File: src/rtl/load_store_unit_pkg.sv
// Shared definitions for the load/store unit: widths, funct3 width codes,
// FSM states and the request-side decode helpers.
package load_store_unit_pkg;

  localparam int MEMORY_ADDR_W   = 32;
  localparam int REGISTER_DATA_W = 32;

  typedef enum logic [2:0] {
    LSU_B  = 3'b000,
    LSU_H  = 3'b001,
    LSU_W  = 3'b010,
    LSU_BU = 3'b100,
    LSU_HU = 3'b101
  } lsu_width_e;

  typedef enum logic [1:0] {
    ST_IDLE = 2'd0,
    ST_REQ  = 2'd1,
    ST_RESP = 2'd2
  } lsu_state_e;

  // Legal width code and naturally aligned; unsigned widths exist only for loads.
  function automatic logic access_ok(input logic       is_store,
                                     input logic [2:0] funct3,
                                     input logic [1:0] off);
    logic ok;
    ok = 1'b0;
    case (lsu_width_e'(funct3))
      LSU_B:   ok = 1'b1;
      LSU_H:   ok = !off[0];
      LSU_W:   ok = (off == 2'b00);
      LSU_BU:  ok = !is_store;
      LSU_HU:  ok = !is_store && !off[0];
      default: ok = 1'b0;
    endcase
    return ok;
  endfunction

  function automatic logic [3:0] byte_enables(input logic [2:0] funct3,
                                              input logic [1:0] off);
    logic [3:0] be;
    be = 4'b0000;
    case (lsu_width_e'(funct3))
      LSU_B, LSU_BU: be = 4'b0001 << off;
      LSU_H, LSU_HU: be = 4'b0011 << off;
      LSU_W:         be = 4'b1111;
      default:       be = 4'b0000;
    endcase
    return be;
  endfunction

  function automatic logic [REGISTER_DATA_W-1:0] replicate_wdata(
      input logic [2:0]                 funct3,
      input logic [REGISTER_DATA_W-1:0] wdata);
    logic [REGISTER_DATA_W-1:0] d;
    case (funct3[1:0])
      2'b00:   d = {4{wdata[7:0]}};
      2'b01:   d = {2{wdata[15:0]}};
      default: d = wdata;
    endcase
    return d;
  endfunction

endpackage

File: src/rtl/load_store_unit_if.sv
// Data-memory bus between the load/store unit (master) and data memory (slave).
interface load_store_unit_if #(
  parameter int ADDR_W = 32,
  parameter int DATA_W = 32
);
  logic              mem_req;
  logic              mem_we;
  logic [ADDR_W-1:0] mem_addr;
  logic [3:0]        mem_be;
  logic [DATA_W-1:0] mem_wdata;
  logic              mem_ack;
  logic [DATA_W-1:0] mem_rdata;

  modport master (
    output mem_req, mem_we, mem_addr, mem_be, mem_wdata,
    input  mem_ack, mem_rdata
  );

  modport slave (
    input  mem_req, mem_we, mem_addr, mem_be, mem_wdata,
    output mem_ack, mem_rdata
  );
endinterface

File: src/rtl/load_store_unit_load_align.sv
// Load formatter: picks the addressed byte/halfword out of the memory word
// and sign- or zero-extends it to register width.
module load_align
  import load_store_unit_pkg::*;
(
  input  logic [REGISTER_DATA_W-1:0] mem_rdata,
  input  logic [1:0]                 addr_lo,
  input  logic [2:0]                 funct3,
  output logic [REGISTER_DATA_W-1:0] rdata_next
);

  logic [REGISTER_DATA_W-1:0] w_shifted;
  logic [7:0]                 w_byte;
  logic [15:0]                w_half;

  assign w_shifted = mem_rdata >> {addr_lo, 3'b000};
  assign w_byte    = w_shifted[7:0];
  assign w_half    = addr_lo[1] ? mem_rdata[31:16] : mem_rdata[15:0];

  always_comb begin
    // NOTE: assign a default before the case so no path leaves rdata_next unassigned (no latch).
    rdata_next = '0;
    case (lsu_width_e'(funct3))
      LSU_B:   rdata_next = {{24{w_byte[7]}}, w_byte};
      LSU_H:   rdata_next = {{16{w_half[15]}}, w_half};
      LSU_W:   rdata_next = mem_rdata;
      LSU_BU:  rdata_next = {24'd0, w_byte};
      LSU_HU:  rdata_next = {16'd0, w_half};
      default: rdata_next = '0;
    endcase
  end

endmodule

File: src/rtl/load_store_unit.sv
// Data-memory access stage: one req/ack transaction per accepted start,
// with misalignment detection, ack timeout and formatted load writeback.
module load_store_unit
  import load_store_unit_pkg::*;
#(
  parameter int ADDR_W  = MEMORY_ADDR_W,
  parameter int DATA_W  = REGISTER_DATA_W,
  parameter int TIMEOUT = 15
) (
  input  logic              clk,
  input  logic              rst_n,
  input  logic              start,
  input  logic              is_store,
  input  logic [2:0]        funct3,
  input  logic [ADDR_W-1:0] addr,
  input  logic [DATA_W-1:0] wdata,
  output logic              busy,
  output logic              done,
  output logic [DATA_W-1:0] rdata,
  output logic              misaligned,
  output logic              bus_err,
  load_store_unit_if.master mem
);

  localparam logic [7:0] LP_TIMEOUT = 8'(TIMEOUT);

  lsu_state_e        r_state;
  logic              r_busy;
  logic              r_done;
  logic [DATA_W-1:0] r_rdata;
  logic              r_misaligned;
  logic              r_bus_err;
  logic              r_mem_req;
  logic              r_mem_we;
  logic [ADDR_W-1:0] r_mem_addr;
  logic [3:0]        r_mem_be;
  logic [DATA_W-1:0] r_mem_wdata;
  logic              r_is_store;
  logic [2:0]        r_funct3;
  logic [1:0]        r_off;
  logic [7:0]        r_cnt;

  logic [DATA_W-1:0] w_rdata_next;

  load_align u_load_align (
    .mem_rdata  (mem.mem_rdata),
    .addr_lo    (r_off),
    .funct3     (r_funct3),
    .rdata_next (w_rdata_next)
  );

  always_ff @(posedge clk or negedge rst_n) begin
    if (!rst_n) begin
      r_state      <= ST_IDLE;
      r_busy       <= 1'b0;
      r_done       <= 1'b0;
      r_rdata      <= '0;
      r_misaligned <= 1'b0;
      r_bus_err    <= 1'b0;
      r_mem_req    <= 1'b0;
      r_mem_we     <= 1'b0;
      r_mem_addr   <= '0;
      r_mem_be     <= '0;
      r_mem_wdata  <= '0;
      r_is_store   <= 1'b0;
      r_funct3     <= '0;
      r_off        <= '0;
      r_cnt        <= '0;
    end else begin
      // NOTE: every register here uses <= so all updates see the pre-edge values.
      r_done <= 1'b0;
      case (r_state)
        ST_IDLE: begin
          if (start) begin
            r_is_store   <= is_store;
            r_funct3     <= funct3;
            r_off        <= addr[1:0];
            r_misaligned <= 1'b0;
            r_bus_err    <= 1'b0;
            r_busy       <= 1'b1;
            if (!access_ok(is_store, funct3, addr[1:0])) begin
              // Rejected accesses never touch the bus and report straight away.
              r_misaligned <= 1'b1;
              r_done       <= 1'b1;
              r_state      <= ST_RESP;
            end else begin
              r_mem_req   <= 1'b1;
              r_mem_we    <= is_store;
              r_mem_addr  <= {addr[ADDR_W-1:2], 2'b00};
              r_mem_be    <= byte_enables(funct3, addr[1:0]);
              r_mem_wdata <= replicate_wdata(funct3, wdata);
              r_cnt       <= '0;
              r_state     <= ST_REQ;
            end
          end
        end
        ST_REQ: begin
          // Ack is checked before the timeout so a last-cycle ack still completes.
          if (mem.mem_ack) begin
            r_mem_req <= 1'b0;
            r_mem_we  <= 1'b0;
            if (!r_is_store) r_rdata <= w_rdata_next;
            r_done    <= 1'b1;
            r_state   <= ST_RESP;
          end else if (r_cnt == LP_TIMEOUT) begin
            r_mem_req <= 1'b0;
            r_mem_we  <= 1'b0;
            r_bus_err <= 1'b1;
            r_rdata   <= '0;
            r_done    <= 1'b1;
            r_state   <= ST_RESP;
          end else begin
            r_cnt <= r_cnt + 8'd1;
          end
        end
        ST_RESP: begin
          r_busy  <= 1'b0;
          r_state <= ST_IDLE;
        end
        default: begin
          r_busy  <= 1'b0;
          r_state <= ST_IDLE;
        end
      endcase
    end
  end

  assign busy          = r_busy;
  assign done          = r_done;
  assign rdata         = r_rdata;
  assign misaligned    = r_misaligned;
  assign bus_err       = r_bus_err;
  assign mem.mem_req   = r_mem_req;
  assign mem.mem_we    = r_mem_we;
  assign mem.mem_addr  = r_mem_addr;
  assign mem.mem_be    = r_mem_be;
  assign mem.mem_wdata = r_mem_wdata;

endmodule
File: src/flat_wrapper.sv
// flat-port wrapper written by rule: the top's interface ports become plain ports
module load_store_unit_flat import load_store_unit_pkg::*;
#(
  parameter int ADDR_W  = MEMORY_ADDR_W,
  parameter int DATA_W  = REGISTER_DATA_W,
  parameter int TIMEOUT = 15
)
  (clk, rst_n, start, is_store, funct3, addr, wdata, busy, done, rdata, misaligned, bus_err, mem_mem_req, mem_mem_we, mem_mem_addr, mem_mem_be, mem_mem_wdata, mem_mem_ack, mem_mem_rdata);
  load_store_unit_if #(.ADDR_W(ADDR_W), .DATA_W(DATA_W)) mem_i ();
  input  logic clk;
  input  logic rst_n;
  input  logic start;
  input  logic is_store;
  input  logic [2:0] funct3;
  input  logic [ADDR_W-1:0] addr;
  input  logic [DATA_W-1:0] wdata;
  output logic busy;
  output logic done;
  output logic [DATA_W-1:0] rdata;
  output logic misaligned;
  output logic bus_err;
  output wire logic [$bits(mem_i.mem_req)-1:0] mem_mem_req;
  output wire logic [$bits(mem_i.mem_we)-1:0] mem_mem_we;
  output wire logic [$bits(mem_i.mem_addr)-1:0] mem_mem_addr;
  output wire logic [$bits(mem_i.mem_be)-1:0] mem_mem_be;
  output wire logic [$bits(mem_i.mem_wdata)-1:0] mem_mem_wdata;
  input wire logic [$bits(mem_i.mem_ack)-1:0] mem_mem_ack;
  input wire logic [$bits(mem_i.mem_rdata)-1:0] mem_mem_rdata;
  assign mem_mem_req = mem_i.mem_req;
  assign mem_mem_we = mem_i.mem_we;
  assign mem_mem_addr = mem_i.mem_addr;
  assign mem_mem_be = mem_i.mem_be;
  assign mem_mem_wdata = mem_i.mem_wdata;
  assign mem_i.mem_ack = mem_mem_ack;
  assign mem_i.mem_rdata = mem_mem_rdata;
  load_store_unit #(.ADDR_W(ADDR_W), .DATA_W(DATA_W), .TIMEOUT(TIMEOUT)) u_core (.clk(clk), .rst_n(rst_n), .start(start), .is_store(is_store), .funct3(funct3), .addr(addr), .wdata(wdata), .busy(busy), .done(done), .rdata(rdata), .misaligned(misaligned), .bus_err(bus_err), .mem(mem_i));
endmodule
File: config.mk
export PLATFORM = sky130hd
export DESIGN_NAME = load_store_unit_flat
export DESIGN_NICKNAME = d
export VERILOG_FILES = /design/src/rtl/load_store_unit_pkg.sv /design/src/rtl/load_store_unit_if.sv /design/src/rtl/load_store_unit_load_align.sv /design/src/rtl/load_store_unit.sv /design/src/flat_wrapper.sv
export SDC_FILE = /design/constraint.sdc
export NUM_CORES = 1
export LEC_CHECK = 0
export ABC_AREA = 1
export BUFFER_PORTS_ARGS = -buffer_cell sky130_fd_sc_hd__buf_4
export CORE_MARGIN = 3
export CORE_UTILIZATION = 40
export CTS_BUF_LIST = sky130_fd_sc_hd__clkbuf_8
export CTS_CLUSTER_DIAMETER = 80
export DETAILED_ROUTE_END_ITERATION = 12
export PLACE_DENSITY = 0.7
export RECOVER_POWER = 50
export SKIP_CTS_REPAIR_TIMING = 1
export SLEW_MARGIN = 20
export SYNTH_ARGS = -nofsm -noshare
export SYNTH_HDL_FRONTEND = slang
export SYNTH_HIERARCHICAL = 1
export SYNTH_SLANG_ARGS = --single-unit
File: constraint.sdc
create_clock -name clk -period 4 [get_ports clk]
set_input_delay 0.4 -clock clk [delete_from_list [all_inputs] [get_ports clk]]
set_output_delay 0.4 -clock clk [all_outputs]
set_load 0.05 [all_outputs]
==> results of run 1 <==
through the flow:
stage          power [mW]  cell area [sq um]  std cells  hold WS [ns]  worst slack (ns)
6_report            6.952               7963       1213        0.1768             1.373
5_1_grt             7.421               7963       1213        0.1523            0.7451
4_1_cts             7.191               8145       1213       0.01434             1.436
3_5_place_dp        6.062               7749       1181        0.4611             1.200
3_3_place_gp        6.027               7749       1181        0.4555             1.238
2_1_floorplan       4.941               6255        807        0.1044             2.552
per-layer routing:
layer,wire length [um],vias to the layer above,track usage [%]
met5,0,-,0
met2,7724,211,31.18
li1,-,2922,-
met4,262,0,6.836
met3,1645,19,7.561
met1,7397,2640,26.84
cell usage after synthesis:
cell type  number
inv_6           1
nor2_1         56
conb_1          1
inv_2           5
buf_6          18
clkbuf_1        9
o21a_1          1
a21boi_0        1
ha_1            1
nand2_1       298
o211ai_1        5
nand2_2         9
dfrtp_1       120
xor2_1          1
xnor2_1         1
nand2_4         3
nor2_4          1
nand3_2         5
buf_2           6
buf_4          11
nor2_8          2
inv_1          56
o21ai_2        19
o21ai_0        34
nor2_2          4
a21oi_1        29
buf_1           2
o21ai_1        50
nand3_1        54
a21o_1          1
nand4_1         2
cell type report:
| cell class | count | area share (%) |
|---|---|---|
| Clock buffer | 18 | 3.111 |
| Clock inverter | 14 | 1.870 |
| Inverter | 62 | 2.986 |
| Multi-Input combinational cell | 579 | 33.41 |
| Sequential cell | 120 | 37.71 |
| Tap cell | 211 | 3.316 |
| Timing Repair Buffer | 209 | 17.60 |
worst paths after layout:
kind | from | end | slack (ns) | cells past startpoint
min | addr[12] | u_core/mem.mem_addr[12] | 0.18 | 3
min reg2reg | u_core/mem.mem_addr[27] | u_core/mem.mem_addr[27] | 0.47 | 2
max in group clk | u_core/r_state[0] | u_core/mem.mem_wdata[27] | 1.44 | 7
max reg2reg | u_core/r_state[0] | u_core/mem.mem_wdata[27] | 1.44 | 7
max | rst_n | u_core/mem.mem_addr[28] | 1.37 | 1
min in group asynchronous | rst_n | u_core/rdata[25] | 0.93 | 1
power by group through the flow:
stage          registers [mW]  clock network [mW]  logic, mW
3_3_place_gp             2.10                   0       3.93
6_report                 2.08                1.11       3.76
5_1_grt                  2.15                1.18       4.09
3_5_place_dp             2.09                   0       3.97
4_1_cts                  2.09                1.14       3.97
2_1_floorplan            3.59                   0       1.35
cells in the final DEF, fill, tap and decap left out, drive strengths merged:
cell type,n
nand4,2
ha,1
a21oi,29
clkinv,6
buf,161
nand2,310
clkbuf,66
o21ai,103
inv,65
dfrtp,120
xor2,1
nand3,59
conb,2
nor2,63
a21o,1
o21a,1
clkinvlp,3
o211ai,5
xnor2,1
a21boi,1
bufinv,2
kinds of logic after synthesis:
family                   after synthesis  share of synthesized area [%]
XOR/XNOR                               2                         0.2803
AND/OR/NAND/NOR                      434                          29.24
adder cells (fa/ha/maj)                1                         0.2001
other                                  1                        0.05999
buffers and inverters                108                          9.508
flip-flops                           120                          48.04
AO/OA/AOI/OAI                        140                          12.67
state kept, by name (all words and copies together), names as in the netlist:
| signal | count |
|---|---|
| u_core/mem.mem_wdata | 32 |
| u_core/misaligned | 1 |
| u_core/r_cnt | 8 |
| u_core/mem.mem_req | 1 |
| u_core/r_off | 2 |
| u_core/mem.mem_addr | 30 |
| u_core/r_is_store | 1 |
| u_core/busy | 1 |
| u_core/r_state | 2 |
| u_core/bus_err | 1 |
| u_core/rdata | 32 |
| u_core/r_funct3 | 3 |
| u_core/done | 1 |
| u_core/mem.mem_we | 1 |
| u_core/mem.mem_be | 4 |
==> results.sh, run 1 <==
export IMPL_outcome="finished with violations"
export IMPL_violations="capacitance limit, slew limit"
export IMPL_swShare_pct=53.30
export IMPL_worstSetupEndpointType="asynchronous set/reset pin"
export IMPL_utilization_pct=52.19
export IMPL_antenna_found_initial=0
export IMPL_seqPwrFrac_pct=29.9
export IMPL_rsz0062_at_grt="false"
export IMPL_yosys_warnings=6
export IMPL_htree_levels=4
export IMPL_crit_arrival_ns=2.52
export IMPL_yosysUniqueCellTypes=31
export IMPL_ys_ff_latch=120
export IMPL_cp_start_kind="input port"
export IMPL_clockBufferDepth=2
export IMPL_internal_power_mw=3.247
export IMPL_overflow=0
export IMPL_syn_to_final_growth_pct=27.38
export IMPL_die_area_sq_um=17160
export IMPL_tritoncts="yes"
export IMPL_multi_input_area_sq_um=2660
export IMPL_ir_drop_mv=0.5272
export IMPL_slew_headroom_pct=-99.28
export IMPL_port_buffers=207
export IMPL_final_layout_size_suffix_gt1_share_pct=23.95
export IMPL_clk_pin_slew_ns=0.08
export IMPL_die_y_um=131.0
export IMPL_dp_hpwl_mm=12.02
export IMPL_p_clk_share_pct=15.9
export IMPL_drtIter0Drc=389
export IMPL_period_needed_ns=2.627
export IMPL_wl_per_cell_um=14.04
export IMPL_clock_sinks=120
export IMPL_syn_area_sq_um=6251
export IMPL_seqCellArea_sq_um=3003
export IMPL_maxSlewViolCount=53
export IMPL_io_pins=210
export IMPL_setup_viol=0
export IMPL_path_max_fanout=53
export IMPL_core_sq_um=15260
export IMPL_postRouteAntennaNets=0
export IMPL_cts_buffers_inserted=17
export IMPL_grt_pass1_vias=5493
export IMPL_dr_pass1_iters=5
export IMPL_routed_wl_mm=17.03
export IMPL_fmax_mhz=380.7
export IMPL_synthDominantCellAreaShare_pct=48.04
export IMPL_synth_avg_cell_area_sq_um=7.756
export IMPL_path_buf_inv=1
export IMPL_critPathRequiredTime_ns=3.89
export IMPL_yosysSeqAreaShare_pct=48.04
export IMPL_rows=45
export IMPL_ys_top_cells_by_area="dfrtp_1, nand2_1, nand3_1, o21ai_1, inv_1"
export IMPL_die_x_um=131.0
export IMPL_slowest_stage="clkbuf_1"
export IMPL_cts_root_buffer="clkbuf_8"
export IMPL_syn_inst=806
export IMPL_avgViaCountPerCell=4.775
export IMPL_period_share_pct=65.67
export IMPL_vias=5792
export IMPL_clk_latency_ns=0.44
export IMPL_diodes=0
export IMPL_final_setup_tns_ns=0
export IMPL_crit_chain="clkbuf_1"
export IMPL_grt_max_degree=102
export IMPL_worst_setup_path_type="input port to asynchronous set/reset pin"
export IMPL_gp_congestion=0.7871
export IMPL_skew_ns=0.007516
export IMPL_yosysTopAreaCell="dfrtp_1"
export IMPL_drc=0
export IMPL_min_path_type="input port to flop"
export IMPL_combPwrFrac_pct=54.2
export IMPL_worst_slew_pin_slew_ns=2.989
export IMPL_power_density_nw_per_um2=873.1
export IMPL_start_util_pct=40.97
export IMPL_p_leak_nw=4.206
export IMPL_final_nets=1094
export IMPL_grt_usage_pct=20.40
export IMPL_fillers=1536
export IMPL_critPathMaxStageDelay_ns=2.07
export IMPL_final_hold_violation_count=0
export IMPL_switching_power_mw=3.705
export IMPL_crit_family="buffers and inverters"
export IMPL_maxCapViolCount=1
export IMPL_grt_pass1_wl_mm=27.55
No activity file was read; power rests on OpenSTA's default activity.
==> run 2, diff against run 1 <==
==> constraint.sdc (replaced) <==
create_clock -name clk -period 2.5 [get_ports clk]
set_input_delay 0.25 -clock clk [delete_from_list [all_inputs] [get_ports clk]]
set_output_delay 0.25 -clock clk [all_outputs]
set_load 0.05 [all_outputs]
==> run 2 against run 1 <==
  * The flow now finishes without violations
  * Combinational power increased by 62%
  * Cell count increased by 0.49%
  * Largest power group unchanged
  * Sequential power increased by 59%
  * Clock-buffer cell count increased by 1
  * Die area unchanged
  * Non-clock buffer count increased by 9
==> results.sh, run 2 (synthesis results as in run 1) <==
export IMPL_maxSlewViolCount=0
export IMPL_cts_root_buffer="clkbuf_8"
export IMPL_clock_sinks=120
export IMPL_htree_levels=4
export IMPL_grt_pass1_vias=5451
export IMPL_maxCapViolCount=0
export IMPL_core_sq_um=15260
export IMPL_gp_congestion=0.8360
export IMPL_final_nets=1103
export IMPL_diodes=0
export IMPL_dp_hpwl_mm=12.49
export IMPL_grt_usage_pct=20.39
export IMPL_antenna_found_initial=0
export IMPL_crit_arrival_ns=2.25
export IMPL_start_util_pct=40.97
export IMPL_use_met3_pct=8.008
export IMPL_final_cells=1219
export IMPL_slew_headroom_pct=27.96
export IMPL_grt_max_degree=65
export IMPL_die_y_um=131.0
export IMPL_r2r_slack_ns=0.62
export IMPL_cp_startpoint="u_core/r_state[0]"
export IMPL_clockBufferDepth=2
export IMPL_final_layout_size_suffix_gt1_share_pct=24.31
export IMPL_port_buffers=207
export IMPL_dr_pass1_iters=5
export IMPL_drtIter0Drc=372
export IMPL_wl_per_cell_um=14.22
export IMPL_final_hold_violation_count=0
export IMPL_p_leak_nw=4.245
export IMPL_postRouteAntennaNets=0
export IMPL_met2_usage_pct=30.68
export IMPL_syn_to_final_growth_pct=28.16
export IMPL_final_common_cell="nand2_1"
export IMPL_fmax_mhz=531.9
export IMPL_worstSetupEndpointType="flop"
export IMPL_skew_ns=0.01073
export IMPL_vias=5762
export IMPL_busiest_layer="met2"
export IMPL_die_x_um=131.0
export IMPL_min_path_type="input port to flop"
export IMPL_path_max_fanout=14
export IMPL_tritoncts="yes"
export IMPL_final_cell_mix="nand2_1, buf_4, dfrtp_1, inv_1, nor2_1"
export IMPL_cp_start_kind="flop"
export IMPL_clk_latency_ns=0.43
export IMPL_final_setup_tns_ns=0
export IMPL_die_area_sq_um=17160
export IMPL_outcome="finished, final reports clean"
export IMPL_utilization_pct=52.51
export IMPL_rows=45
export IMPL_drc=0
export IMPL_routed_wl_mm=17.34
export IMPL_worst_setup_path_type="flop to flop"
export IMPL_ir_drop_mv=0.7946
export IMPL_power_total_mw=11.06
export IMPL_setup_viol=0
export IMPL_regToRegStartpoint="u_core/r_state[0]"
export IMPL_avgViaCountPerCell=4.727
export IMPL_rsz0062_at_grt="false"
export IMPL_dp_cells=1189
export IMPL_period_share_pct=75.20
export IMPL_cp_endpoint="u_core/r_cnt[4]"
export IMPL_grt_use_met1_pct=27.31
export IMPL_overflow=0
export IMPL_critPathRequiredTime_ns=2.87
export IMPL_worst_slew_pin_slew_ns=1.081
export IMPL_clk_pin_slew_ns=0.07
export IMPL_period_needed_ns=1.880
export IMPL_io_pins=210
export IMPL_r2r_end="u_core/r_cnt[4]"
export IMPL_cts_buffers_inserted=17
export IMPL_grt_pass1_wl_mm=27.32
export IMPL_power_density_nw_per_um2=1381
export IMPL_ff2ff_path_depth=8
run 2: cell count changes in the layout (fill, tap and decap cells not counted), sizes merged:
cell / before / now
buf: 161 / 167
clkinv: 6 / 4
dlygate4sd3: 0 / 1
inv: 65 / 63
clkbuf: 66 / 69
run 2: layer usage:
| metal | share of wire, % | wire [um] |
|---|---|---|
| met1 | 44 | 7617 |
| met2 | 45 | 7819 |
| met3 | 10 | 1726 |
| met4 | 1.0 | 174 |
| met5 | 0 | 0 |
run 2: how the worst min path moves through the flow:
stage / start / to / slack (ns) / cells past startpoint
floorplan: rst_n / u_core/bus_err / -0.05 / 0
global placement: rst_n / u_core/r_cnt[7] / 0.28 / 1
detailed placement: rst_n / u_core/r_cnt[6] / 0.29 / 1
CTS: rst_n / u_core/r_cnt[7] / -0.20 / 1
global route: addr[15] / u_core/mem.mem_addr[15] / 0.01 / 3
finish: addr[4] / u_core/mem.mem_addr[4] / 0.04 / 3
run 2: power by group:
group | switching [mW] | total [mW] | leakage (nW) | internal (mW)
registers | 0.559 | 3.30 | 1.54 | 2.74
logic | 4.51 | 6.09 | 2.52 | 1.57
clock network | 0.768 | 1.68 | 0.186 | 0.909
total | 5.84 | 11.1 | 4.24 | 5.22
run 2: worst max-delay path, cell delays in order (launching register included):
cell      delay [ns]
dfrtp_1         0.41
nor2_1          0.21
nand2_1         0.11
clkbuf_1        0.27
o21ai_0         0.21
nand3_2         0.30
inv_1           0.18
nand2_1         0.07
nand2_1         0.05
run 2: stage by stage:
step | worst slack (ns) | area, sq um | hold WS, ns
floorplan | 1.052 | 6255 | -0.04559
global placement | 0.7954 | 7821 | 0.2846
detailed placement | 0.7024 | 7821 | 0.2852
CTS | 0.6929 | 8189 | -0.2004
global route | 0.4347 | 8011 | 0.01225
finish | 0.6201 | 8011 | 0.04080
run 2: final cells by class:
cell class	instances	area, sq um
Clock buffer	19	261.5
Clock inverter	10	106.4
Fill cell	1556	7247
Inverter	62	237.7
Multi-Input combinational cell	579	2660
Sequential cell	120	3003
Tap cell	211	264.0
Timing Repair Buffer	218	1479
